## config.mk

```make
export PLATFORM = sky130hd
export DESIGN_NAME = status_reg_writer
export DESIGN_NICKNAME = d
export VERILOG_FILES = /design/src/rtl/status_reg_writer.sv
export SDC_FILE = /design/constraint.sdc
export NUM_CORES = 1
export LEC_CHECK = 0
export BUFFER_PORTS_ARGS = -buffer_cell sky130_fd_sc_hd__buf_2
export CELL_PAD_IN_SITES_DETAIL_PLACEMENT = 0
export CELL_PAD_IN_SITES_GLOBAL_PLACEMENT = 1
export CORE_ASPECT_RATIO = 0.8
export CORE_MARGIN = 2
export CORE_UTILIZATION = 29
export DETAILED_ROUTE_END_ITERATION = 10
export HOLD_SLACK_MARGIN = 0.02
export PLACE_DENSITY_LB_ADDON = 0.1
export SLEW_MARGIN = 20
export SYNTH_ARGS = -nofsm -noshare
export SYNTH_HDL_FRONTEND = slang
export SYNTH_SLANG_ARGS = --single-unit
```

## constraint.sdc

```tcl
create_clock -name clk -period 2.19 [get_ports clk]
set_clock_uncertainty 0.15 [all_clocks]
set_input_delay 0.219 -clock clk [delete_from_list [all_inputs] [get_ports clk]]
set_output_delay 0.219 -clock clk [all_outputs]
set_load 0.01 [all_outputs]
```

## src/rtl/status_reg_writer.sv

```systemverilog
// NZCV producer: derives flags in EXE, holds them one cycle pending, then commits them.
// Optional STAT_BYPASS_EN forwards the pending flags to stat_out and ties flags_pending low.
`ifndef STATUS_REG_LEN
`define STATUS_REG_LEN 4
`endif

module status_reg_writer #(
  parameter int DATA_W = 32,
  parameter int CNT_W  = 8
) (
  input  logic                        clk,
  input  logic                        rst,
  input  logic                        freeze,
  input  logic                        flush,
  input  logic                        exe_valid,
  input  logic                        s_bit,
  input  logic                        flag_arith,
  input  logic [DATA_W-1:0]           alu_res,
  input  logic                        alu_cout,
  input  logic                        alu_ovf,
  output logic [`STATUS_REG_LEN-1:0]  stat_out,
  output logic                        flags_pending,
  output logic [CNT_W-1:0]            commit_cnt
);

  localparam int FLAG_Z = 3;
  localparam int FLAG_C = 2;
  localparam int FLAG_N = 1;
  localparam int FLAG_V = 0;

  function automatic logic [CNT_W-1:0] sat_inc(input logic [CNT_W-1:0] v);
    return (&v) ? v : v + {{(CNT_W-1){1'b0}}, 1'b1};
  endfunction

  logic signed [DATA_W-1:0] res_s_p0;
  logic [3:0]               flags_p0;
  logic                     capture_p0;
  logic [3:0]               latest;
  logic [3:0]               pend_flags_p1;
  logic                     pend_vld_p1;
  logic [3:0]               arch_flags_p2;
  logic [CNT_W-1:0]         cnt_p2;

  // EXE: flag derivation; logical ops carry C/V forward from the newest flags
  always_comb begin
    res_s_p0           = alu_res;
    latest             = pend_vld_p1 ? pend_flags_p1 : arch_flags_p2;
    flags_p0           = '0;
    flags_p0[FLAG_Z]   = (res_s_p0 == '0);
    flags_p0[FLAG_N]   = (res_s_p0 < 0);
    flags_p0[FLAG_C]   = flag_arith ? alu_cout : latest[FLAG_C];
    flags_p0[FLAG_V]   = flag_arith ? alu_ovf  : latest[FLAG_V];
    capture_p0         = exe_valid & s_bit & ~flush & ~freeze;
  end

  // Pending stage (p1) and architectural commit (p2)
  always_ff @(posedge clk) begin
    if (rst) begin
      pend_flags_p1 <= '0;
      pend_vld_p1   <= 1'b0;
      arch_flags_p2 <= '0;
      cnt_p2        <= '0;
    end else if (!freeze) begin
      if (capture_p0) begin
        pend_flags_p1 <= flags_p0;
        pend_vld_p1   <= 1'b1;
      end else begin
        pend_vld_p1   <= 1'b0;
      end
      if (pend_vld_p1) begin
        arch_flags_p2 <= pend_flags_p1;
        cnt_p2        <= sat_inc(cnt_p2);
      end
    end
  end

  assign commit_cnt = cnt_p2;

`ifdef STAT_BYPASS_EN
  assign stat_out      = latest;
  assign flags_pending = 1'b0;
`else
  assign stat_out      = arch_flags_p2;
  assign flags_pending = pend_vld_p1;
`endif

endmodule

```

# Yosys cells after proc, flatten, opt, wreduce, memory -nomap -nowiden
# Index checks and enable logic that the tools add are counted.
# word_totals
in_bits	41
word_cells	22
register_bits	17
# classes
n_reduce_logical	5
n_addsub	1
magnitude_cmp	1
mux	4
n_bitwise	6
# op_table
op	n
zero test 32 bit	1
< comparator 32 x 1 -> 1 bit (second input constant)	1
adder 8 x 1 -> 8 bit (second input constant)	1
AND reduction 8 bit	1
AND reduction 2 bit	2
bitwise AND 1 bit	3
2-to-1 mux 1 bit	3
2-to-1 mux 3 bit	1
NOT 1 bit	3
AND reduction 3 bit	1

# Logic depth before layout (Yosys ltp)
# Gate-level depths: netlist of the first run.
# depth
word_depth	4
depth_mapped	4

# Least setup slack after synthesis of the first run
# Ideal clock, no wire load.
# synth_path
path_type	register to register
from	register cnt_p2[0], in the netlist commit_cnt[0]
to	register cnt_p2[0], in the netlist commit_cnt[0]
period_less_slack_ns	1.593
setup_time_ns	0.121
arrival_time_ns	1.321
n_path_buf	0
slack_ns	0.597
required_ns	1.919
stages_incl_launch_ff	5
cell_sequence	dfxtp_1 -> ha_1 -> and3_1 -> a31oi_4 -> mux2_4
# synth_between
elab_chain_cells	3
elab_cells_between_ends	4
cone_classes	add/sub: 1; bitwise: 1; reduce/logical: 2
# synth_lines
element	line_no	source
start: declaration	42	logic [CNT_W-1:0] cnt_p2;
start signal: assignment	72	cnt_p2 <= sat_inc(cnt_p2);
branches (longest 3 deep; another with adder 8 x 1 -> 8 bit)	n/a	
# Parallel ways; which one is timed is not known.
# A chain may end at the register's enable or synchronous reset.

# Worst setup path after layout of the first run
# Same ends and word-level chain as after synthesis.

==> results of run 1 <==
[cell families (layout without fill, tap and decap cells)]
family	after synthesis	after routing
simple gates	51	51
compound gates	24	24
flops	17	17
buf+inv	5	58
mux	3	3
fa+ha+maj	1	1
[tightest hold or removal path, cell delays in order]
cell	delay, ns
buf_2	0.10
mux2i_1	0.06
nor2_1	0.07
[final timing paths]
| kind | cells past startpoint | start | to | slack, ns |
|---|---|---|---|---|
| setup / recovery | 4 | commit_cnt[0] | commit_cnt[0] | 0.54 |
| hold / removal | 3 | alu_res[31] | pend_flags_p1[1] | 0.09 |
| setup reg to reg | 4 | commit_cnt[0] | commit_cnt[0] | 0.54 |
| hold reg to reg | 2 | pend_flags_p1[3] | stat_out[3] | 0.30 |
[synth_stat cells]
| cell | number |
|---|---|
| nor3_1 | 5 |
| nand3_1 | 4 |
| nor2b_1 | 3 |
| and3_4 | 1 |
| o31ai_2 | 1 |
| ha_1 | 1 |
| buf_1 | 1 |
| nor4bb_1 | 1 |
| o2111a_1 | 1 |
| nand4b_1 | 1 |
| mux2_4 | 1 |
| mux2i_1 | 2 |
| a31oi_1 | 1 |
| or3b_1 | 1 |
| nor2_1 | 4 |
| clkbuf_1 | 1 |
| nand2_1 | 10 |
| a21oi_1 | 11 |
| a41oi_1 | 2 |
| and4b_1 | 2 |
| buf_4 | 2 |
| nand2b_1 | 6 |
| a211oi_1 | 5 |
| buf_2 | 1 |
| a31oi_4 | 1 |
| nor4_1 | 8 |
| o31ai_1 | 2 |
| dfxtp_1 | 17 |
| and4_1 | 2 |
| nand4_1 | 2 |
| and3_1 | 1 |
[stage by stage]
stage               instances  utilization (%)  total power, mW  hold slack [ns]
floorplan                 101                -           0.3417           0.2076
global placement          188            41.53           0.3814           0.2880
detailed placement        188            41.53           0.3828           0.2962
CTS                       192            43.11           0.6150          0.08673
global route              192            43.11           0.6322           0.1122
finish                    192            43.11           0.6081          0.08702
[area by class of cell]
cell class	count	area share (%)
Timing Repair Buffer	54	22.20
Multi-Input combinational cell	79	42.57
Tap cell	38	3.870
Clock buffer	4	3.666
Sequential cell	17	27.70
[flip-flops by register name (all words and copies together) (netlist names)]
| name | cells |
|---|---|
| commit_cnt | 8 |
| pend_flags_p1 | 4 |
| stat_out | 4 |
| flags_pending | 1 |
[per-layer routing]
metal / wire length, um / part of all wire, % / up-vias / GRT usage (%)
met2: 1018 / 43 / 41 / 22.56
met4: 14 / 0.59 / 0 / 6.122
met5: 0 / 0 / - / 0
met1: 1162 / 49 / 452 / 20.36
li1: - / - / 496 / -
met3: 190 / 8.0 / 2 / 3.138
[power groups by stage]
stage | registers [mW] | clock network, mW | logic (mW)
final | 0.314 | 0.233 | 0.0612
after global routing | 0.314 | 0.249 | 0.0689
after CTS | 0.314 | 0.239 | 0.0618
after detailed placement | 0.321 | 0 | 0.0616
after global placement | 0.321 | 0 | 0.0603
after floorplan | 0.320 | 0 | 0.0214
==> results.py, run 1 <==
metrics = {
    "status": {
        "outcome": "finished, final reports clean",
    },
    "sta": {
        "post-route-period-util_pct": 75.14,
        "fin_tns_setup_ns": 0,
        "final-setup-viol-count": 0,
        "finalCriticalPeriod_ns": 1.646,
        "relSlewSlack_pct": 73.33,
        "worst_slew_pin_slew_ns": 0.3995,
        "slew_viol_final": 0,
        "rsz0062_at_grt": "false",
        "timing.final.ws_setup_ns": 0.5445,
        "fmax_ghz": 0.6077,
        "hold_viol_final": 0,
    },
    "worst_setup_path": {
        "path_cells": "ha_1 > and3_1 > a31oi_4 > mux2_4",
        "crit_family": "flip-flops",
        "worstPathArrival_ns": 1.63,
        "cp_slowest_cell": "dfxtp_1",
        "worst-path-buf-inv": 0,
        "cp_data_required_time_ns": 2.18,
        "cp-start-kind": "flop",
        "cpPeakStageDelay_ns": 0.35,
        "crit_path_end_kind": "flop",
        "crit_type": "reg2reg",
        "crit_fanout": 6,
    },
    "synth": {
        "ys_types": 31,
        "syn_inst": 101,
        "synth_compound_area_share_pct": 19.80,
        "ys_seq_area_share_pct": 38.20,
        "avgSynthCellArea_um2": 8.820,
        "synth_area_um2": 890.9,
        "synth_fa_ha_area_share_pct": 1.404,
        "synth_top_area_share_pct": 38.20,
        "syn_nets": 143,
        "synth_area_leader_cell": "dfxtp_1",
        "synth_area_leaders": "dfxtp_1 (38%), a21oi_1 (6.2%), nor4_1 (5.6%), a211oi_1 (4.2%), nand2_1 (4.2%)",
        "synth.mux.area_fraction_pct": 3.933,
        "synthXorXnorAreaFrac_pct": 0,
        "ys_seq_elements": 17,
        "synthSimpleGateAreaFrac_pct": 33.57,
        "yosys_warnings": 0,
        "synth_top_family_by_area": "simple AND/OR/NAND/NOR gates",
    },
    "final_layout": {
        "diodes": 0,
        "layout_common_cells": "buf_2 (53), dfxtp_1 (17), a21oi_1 (11), nand2_1 (10), nor4_1 (8)",
        "layout_commonest_cell": "buf_2",
        "area_delta_synth_final_pct": 37.92,
        "nets": 197,
        "register_area_um2": 340.3,
        "n_fill_cell": 289,
        "final_area_um2": 1229,
        "multiInputGateArea_um2": 523.0,
        "drive_gt1_share_pct": 39.61,
    },
    "cts": {
        "post-cts-setup-buffer-count": 0,
        "cts_root_buf": "clkbuf_8",
        "clk_latency_ns": 0.25,
        "clkTransAtPathRegs_ns": 0.07,
        "cts_tree": "done",
        "h-tree-depth": 1,
        "cts_made_buffers": 3,
        "postCtsResizedCells": 0,
        "ctsHoldBuffers": 0,
        "cts_num_sinks": 17,
        "cts_buffer_depth": 2,
    },
    "power_and_ir_drop": {
        "power_frac_comb_pct": 10.1,
        "switching_power_mw": 0.1318,
        "p_leak_nw": 0.5155,
        "p_per_area_nw_per_um2": 494.9,
        "internal_power_mw": 0.4763,
        "clkPwrFrac_pct": 38.3,
        "swShare_pct": 21.68,
        "seqPwrFrac_pct": 51.7,
        "peakVddDrop_mv": 0.1774,
    },
    "grt": {
        "grt_use_total_pct": 14.74,
        "grt_overflow": 0,
        "grt_pass1_vias": 874,
        "antenna_found_initial": 0,
        "grt_max_degree": 21,
        "grt_first_pass_wirelength_um": 3926,
    },
    "floorplan": {
        "dieHeight_um": 53.58,
        "die_w_um": 65.97,
        "initial_core_util_pct": 31.26,
        "std_cell_rows": 17,
        "dieArea_um2": 3534,
        "core_area_um2": 2850,
        "io_pins": 54,
    },
    "placement": {
        "place_area_um2": 1184,
        "pre_cts_slack_ns": 0.5608,
        "gp_congestion": 0.7392,
        "io_buffer_count": 53,
        "dp_hpwl_um": 1845,
    },
    "route": {
        "routed_via_density": 5.161,
        "ant_nets": 0,
        "routed_wl_um": 2386,
        "drtIter0Drc": 53,
        "vias": 991,
        "drc": 0,
        "wire_per_inst_um": 12.43,
        "dr.pass1.iters": 4,
    },
    "hold_path": {
        "hold_path.class": "in2reg",
    },
    "job": {
        "drv_cap": 0,
    },
}
(Power assumes the default switching activity.)
==> run 2, diff against run 1 <==
--- a/config.mk
+++ b/config.mk
@@ -5,12 +5,13 @@
 export SDC_FILE = /design/constraint.sdc
 export NUM_CORES = 1
 export LEC_CHECK = 0
+export ABC_AREA = 1
 export BUFFER_PORTS_ARGS = -buffer_cell sky130_fd_sc_hd__buf_2
 export CELL_PAD_IN_SITES_DETAIL_PLACEMENT = 0
 export CELL_PAD_IN_SITES_GLOBAL_PLACEMENT = 1
 export CORE_ASPECT_RATIO = 0.8
 export CORE_MARGIN = 2
-export CORE_UTILIZATION = 29
+export CORE_UTILIZATION = 27
 export DETAILED_ROUTE_END_ITERATION = 10
 export HOLD_SLACK_MARGIN = 0.02
 export PLACE_DENSITY_LB_ADDON = 0.1
==> constraint.sdc (replaced) <==
create_clock -name clk -period 1.6 [get_ports clk]
set_clock_uncertainty 0.15 [all_clocks]
set_input_delay 0.16 -clock clk [delete_from_list [all_inputs] [get_ports clk]]
set_output_delay 0.16 -clock clk [all_outputs]
set_load 0.01 [all_outputs]
==> run 2 against run 1 <==
Worst hold slack worse by 0.070 ns. Register-to-register slack got worse by 0.38 ns. Synthesized cell count rose by 36%. Via count grew 3.8%. Clock power up 39%. Critical path type unchanged.
==> results.py, run 2 <==
metrics = {
    "status": {
        "outcome": "finished, final reports clean",
    },
    "grt": {
        "grt_busiest_layer": "met2",
        "grt_max_degree": 14,
        "grt_overflow": 0,
        "grt_first_pass_wirelength_um": 3877,
        "use_met1_pct": 17.21,
        "antenna_found_initial": 0,
        "met3_usage_pct": 2.429,
        "grtUsageMet2_pct": 19.92,
        "grt_use_total_pct": 12.92,
        "grt_pass1_vias": 960,
    },
    "worst_setup_path": {
        "worstPathArrival_ns": 1.43,
        "ff2ff_setup_slack_ns": 0.17,
        "r2r_start": "commit_cnt[0]",
        "cp_slowest_cell": "dfxtp_2",
        "crit_family": "simple AND/OR/NAND/NOR gates",
        "r2r_end": "commit_cnt[1]",
        "path_cells": "ha_2 > nand3_1 > nand2_1 > nand2_4 > o21ai_0 > nor2_1",
        "r2r_cells": 6,
        "crit_path_end_kind": "flop",
        "cp-start-kind": "flop",
        "crit_fanout": 13,
        "worst-path-buf-inv": 0,
        "crit_type": "reg2reg",
        "cpPeakStageDelay_ns": 0.36,
        "cp_data_required_time_ns": 1.60,
    },
    "cts": {
        "cts_num_sinks": 17,
        "cts_made_buffers": 3,
        "clkTransAtPathRegs_ns": 0.07,
        "cts_tree": "done",
        "clk_latency_ns": 0.25,
        "post-cts-setup-buffer-count": 0,
        "cts_root_buf": "clkbuf_8",
        "h-tree-depth": 1,
        "cts_buffer_depth": 2,
    },
    "hold_path": {
        "hold_path.class": "in2reg",
        "hold_depth": 3,
        "worstHoldStart": "alu_res[31]",
        "hold-path-endpoint": "pend_flags_p1[1]",
    },
    "final_layout": {
        "nets": 238,
        "n_fill_cell": 359,
        "layout.cells.non_filler": 235,
        "area_delta_synth_final_pct": 41.85,
        "multiInputGateArea_um2": 511.7,
        "layout_commonest_cell": "buf_2",
        "register_area_um2": 342.8,
        "drive_gt1_share_pct": 36.41,
        "layout_common_cells": "buf_2 (53), nor2_1 (39), nand2_1 (27), dfxtp_1 (15), inv_1 (12)",
        "diodes": 0,
        "largest_reg_flops": 8,
    },
    "sta": {
        "final-setup-viol-count": 0,
        "hold_viol_final": 0,
        "fmax_ghz": 0.6979,
        "fin_tns_setup_ns": 0,
        "rsz0062_at_grt": "false",
        "worst_slew_pin_slew_ns": 0.3541,
        "post-route-period-util_pct": 89.56,
        "slew_viol_final": 0,
        "finalCriticalPeriod_ns": 1.433,
        "relSlewSlack_pct": 76.37,
    },
    "synth": {
        "syn_nets": 179,
        "ys_seq_area_share_pct": 37.57,
        "synth_area_um2": 905.9,
        "async_reset_ff_share_pct": 0,
        "synth_top_area_share_pct": 37.57,
        "ys_seq_elements": 17,
        "synthSimpleGateAreaFrac_pct": 39.64,
        "yosys_warnings": 0,
        "synth_area_leader_cell": "dfxtp_1",
        "synth_compound_area_share_pct": 13.67,
        "synth_ff_type": "dfxtp_1",
        "synth_area_leaders": "dfxtp_1 (38%), nor2_1 (16%), nand2_1 (11%), o21ai_0 (5.0%), inv_1 (5.0%)",
        "syn_inst": 137,
        "synthXorXnorAreaFrac_pct": 0.9669,
        "synth.most_common_cell": "nor2_1",
        "ys_types": 19,
        "synth_edf_count": 0,
        "synthTopCellsByCount": "nor2_1 (39), nand2_1 (27), dfxtp_1 (17)",
        "synth.mux.area_fraction_pct": 0,
        "synth_fa_ha_area_share_pct": 1.381,
        "synth_top_family_by_area": "simple AND/OR/NAND/NOR gates",
        "avgSynthCellArea_um2": 6.612,
    },
    "floorplan": {
        "io_pins": 54,
        "die_w_um": 68.76,
        "dieHeight_um": 55.81,
        "std_cell_rows": 18,
        "initial_core_util_pct": 28.73,
        "core_area_um2": 3153,
        "dieArea_um2": 3837,
    },
    "power_and_ir_drop": {
        "peakVddDrop_mv": 0.2330,
        "p_per_area_nw_per_um2": 671.7,
        "finalPower_mw": 0.8631,
        "p_leak_nw": 0.5838,
    },
    "job": {
        "drv_cap": 0,
    },
    "route": {
        "drc": 0,
        "dr.pass1.iters": 4,
        "vias": 1029,
        "routed_wl_um": 2263,
        "drtIter0Drc": 39,
        "ant_nets": 0,
        "wire_per_inst_um": 9.630,
        "routed_via_density": 4.379,
    },
    "placement": {
        "io_buffer_count": 53,
        "placedCellCount": 230,
        "dp_hpwl_um": 1804,
        "gp_congestion": 0.7569,
    },
}
-- run 2: changes by cell type in the layout (fill, tap and decap cells not counted), moves of 6 or more --
cell and change:
inv_1 +12, o21ai_0 +9, nor4_1 -8, nand2b_1 -6, nor2_1 +35, nand2_1 +17
-- run 2: worst max-delay path by stage --
stage,from,endpoint,slack (ns),cells after the start
finish,commit_cnt[0],commit_cnt[1],0.17,6
global placement,commit_cnt[0],commit_cnt[1],0.12,6
detailed placement,commit_cnt[0],commit_cnt[1],0.08,6
floorplan,commit_cnt[0],commit_cnt[1],0.11,7
global route,commit_cnt[0],commit_cnt[5],0.02,7
CTS,commit_cnt[0],commit_cnt[1],0.07,6
-- run 2: logic make-up (layout without fill, tap and decap cells) --
logic type               after synthesis  in the layout
AO/OA/AOI/OAI                         21             21
XOR/XNOR                               1              1
adder cells (fa/ha/maj)                1              1
buffers and inverters                 14             72
flip-flops                            17             17
AND/OR/NAND/NOR                       83             83
-- run 2: worst register-to-register path: stages, from the launching register on --
cell	delay [ns]
dfxtp_2	0.36
ha_2	0.21
nand3_1	0.13
nand2_1	0.13
nand2_4	0.12
o21ai_0	0.18
nor2_1	0.05
-- run 2: power breakdown --
part,switching [mW],internal [mW]
combinational,0.0497,0.0555
clock,0.147,0.177
sequential,0.00425,0.430
total,0.201,0.662
-- run 2: final cells by class --
type	instances	area share [%]
clock buffers	4	3.505
inverters	12	3.505
multi-input cells	106	39.82
flip-flops and latches	17	26.68
well taps	40	3.895
repair buffers	56	22.59
-- run 2: timing repair --
action,4_1_cts,5_1_grt
endpoints found under the hold margin,4,0
gates resized for setup,0,4
hold buffers,1,0
setup endpoints to repair,0,7
-- run 2: stage by stage --
| stage | util [%] | hold WS, ns | area (um^2) | setup slack [ns] |
|---|---|---|---|---|
| CTS | 40.44 | 0.02870 | 1275 | 0.07013 |
| detailed placement | 38.69 | 0.2686 | 1220 | 0.07911 |
| finish | 40.75 | 0.01736 | 1285 | 0.1670 |
| floorplan | - | 0.07244 | 905.9 | 0.1107 |
| global route | 40.75 | 0.05992 | 1285 | 0.02170 |
| global placement | 38.69 | 0.2669 | 1220 | 0.1245 |
-- run 2: routing by layer --
metal,routed length (um),vias to the layer above,share of wire (%)
li1,-,549,-
met1,1077,439,48
met2,999,36,44
met3,137,5,6.1
met4,48,0,2.1
met5,0,-,0
==> run 3, diff against run 2 <==
--- a/config.mk
+++ b/config.mk
@@ -5,13 +5,13 @@
 export SDC_FILE = /design/constraint.sdc
 export NUM_CORES = 1
 export LEC_CHECK = 0
-export ABC_AREA = 1
+export ABC_AREA = 0
 export BUFFER_PORTS_ARGS = -buffer_cell sky130_fd_sc_hd__buf_2
 export CELL_PAD_IN_SITES_DETAIL_PLACEMENT = 0
 export CELL_PAD_IN_SITES_GLOBAL_PLACEMENT = 1
 export CORE_ASPECT_RATIO = 0.8
 export CORE_MARGIN = 2
-export CORE_UTILIZATION = 27
+export CORE_UTILIZATION = 29
 export DETAILED_ROUTE_END_ITERATION = 10
 export HOLD_SLACK_MARGIN = 0.02
 export PLACE_DENSITY_LB_ADDON = 0.1
==> run 3 against run 2 <==
Critical path depth decreased by 2. Via count decreased by 0.58%. Setup slack got worse by 0.097 ns. Critical path type unchanged.
==> results.py, run 3 (synthesis results as in run 1) <==
metrics = {
    "status": {
        "outcome": "finished, final reports clean",
    },
    "route": {
        "vias": 1023,
        "drc": 0,
        "drtIter0Drc": 73,
        "dr.pass1.iters": 4,
        "ant_nets": 0,
        "routed_via_density": 5.015,
        "wire_per_inst_um": 12.20,
        "routed_wl_um": 2488,
    },
    "floorplan": {
        "dieHeight_um": 53.58,
        "std_cell_rows": 17,
        "core_area_um2": 2850,
        "io_pins": 54,
        "dieArea_um2": 3534,
        "die_w_um": 65.97,
        "initial_core_util_pct": 31.26,
    },
    "grt": {
        "grt_first_pass_wirelength_um": 4450,
        "grt_pass1_vias": 994,
        "grt_max_degree": 21,
        "grt_use_total_pct": 16.68,
        "antenna_found_initial": 0,
        "grt_overflow": 0,
    },
    "power_and_ir_drop": {
        "clkPwrFrac_pct": 38.1,
        "p_leak_nw": 0.5811,
        "switching_power_mw": 0.1850,
        "power_frac_comb_pct": 10.6,
        "internal_power_mw": 0.6512,
        "peakVddDrop_mv": 0.3268,
        "p_per_area_nw_per_um2": 632.3,
        "swShare_pct": 22.12,
        "seqPwrFrac_pct": 51.2,
    },
    "final_layout": {
        "area_delta_synth_final_pct": 48.46,
        "layout.cells.non_filler": 204,
        "layout_commonest_cell": "buf_2",
        "drive_gt1_share_pct": 43.98,
        "nets": 209,
        "n_fill_cell": 286,
        "largest_reg_flops": 8,
        "final_area_um2": 1323,
        "multiInputGateArea_um2": 523.0,
        "layout_common_cells": "buf_2 (53), dfxtp_1 (17), buf_4 (12), a21oi_1 (11), nand2_1 (10)",
        "register_area_um2": 340.3,
        "diodes": 0,
    },
    "sta": {
        "final-setup-viol-count": 0,
        "fin_tns_setup_ns": 0,
        "finalCriticalPeriod_ns": 1.530,
        "fmax_ghz": 0.6537,
        "relSlewSlack_pct": 75.29,
        "rsz0062_at_grt": "false",
        "post-route-period-util_pct": 95.60,
        "worst_slew_pin_slew_ns": 0.3699,
        "hold_slack_ns": 0.04364,
        "slew_viol_final": 0,
        "timing.final.ws_setup_ns": 0.07035,
        "hold_viol_final": 0,
    },
    "cts": {
        "cts_num_sinks": 17,
        "h-tree-depth": 1,
        "cts_made_buffers": 3,
        "cts_tree": "done",
        "clkTransAtPathRegs_ns": 0.07,
        "cts_root_buf": "clkbuf_8",
        "clk_latency_ns": 0.25,
        "cts_buffer_depth": 2,
        "post-cts-setup-buffer-count": 0,
    },
    "placement": {
        "dp_hpwl_um": 1952,
        "place_area_um2": 1266,
        "io_buffer_count": 53,
        "placedCellCount": 199,
        "gp_congestion": 0.7734,
        "pre_cts_slack_ns": 0.08587,
    },
    "worst_setup_path": {
        "worstPathArrival_ns": 1.52,
        "worst-path-buf-inv": 0,
        "crit_fanout": 2,
        "ff2ff_setup_slack_ns": 0.07,
        "cpPeakStageDelay_ns": 0.32,
        "cp_slowest_cell": "mux2_4",
        "crit_path_end_kind": "flop",
        "path_cells": "ha_1 > and3_1 > a31oi_4 > mux2_4",
        "cp_data_required_time_ns": 1.59,
        "cp-start-kind": "flop",
        "crit_type": "reg2reg",
        "crit_family": "multiplexers",
    },
    "hold_path": {
        "hold_path.class": "in2reg",
    },
    "job": {
        "drv_cap": 0,
    },
}
run 3: per-layer routing:
layer / part of all wire, % / up-vias / wire [um] / track usage [%]
li1: - / 520 / - / -
met1: 51 / 468 / 1266 / 23.40
met4: 0.48 / 0 / 12 / 3.061
met2: 42 / 33 / 1048 / 26.26
met5: 0 / - / 0 / 0
met3: 6.4 / 2 / 160 / 4.393
run 3: tightest hold or removal path: stages:
cell     delay [ns]
buf_2          0.08
nor2_1         0.03
nand2_1        0.06
o31ai_2        0.07
run 3: power by group through the flow:
stage | clock network [mW] | registers, mW | logic, mW
floorplan | 0 | 0.438 | 0.0293
global placement | 0 | 0.438 | 0.0862
detailed placement | 0 | 0.438 | 0.0878
CTS | 0.332 | 0.428 | 0.0902
global route | 0.361 | 0.429 | 0.101
finish | 0.319 | 0.429 | 0.0889
run 3: final timing paths:
check | startpoint | to | cells after the start
hold reg to reg | pend_flags_p1[0] | stat_out[0] | 2
setup / recovery | commit_cnt[0] | commit_cnt[0] | 4
setup reg to reg | commit_cnt[0] | commit_cnt[0] | 4
hold / removal | alu_res[11] | pend_flags_p1[3] | 4
run 3: final cells by class:
class,instances,area share [%]
Clock buffer,3,3.122
Clock inverter,1,0.3784
Tap cell,38,3.595
Multi-Input combinational cell,79,39.55
Timing Repair Buffer,66,27.63
Sequential cell,17,25.73
run 3: metrics by stage:
stage / util (%) / power, mW
floorplan: - / 0.4677
global placement: 44.42 / 0.5243
detailed placement: 44.42 / 0.5261
CTS: 46.40 / 0.8502
global route: 46.40 / 0.8911
finish: 46.40 / 0.8362
run 3: timing repair:
| item | CTS | global route |
|---|---|---|
| gates resized for setup | 0 | 0 |
| endpoints found under the hold margin | 1 | 0 |
| hold buffers | 1 | 0 |
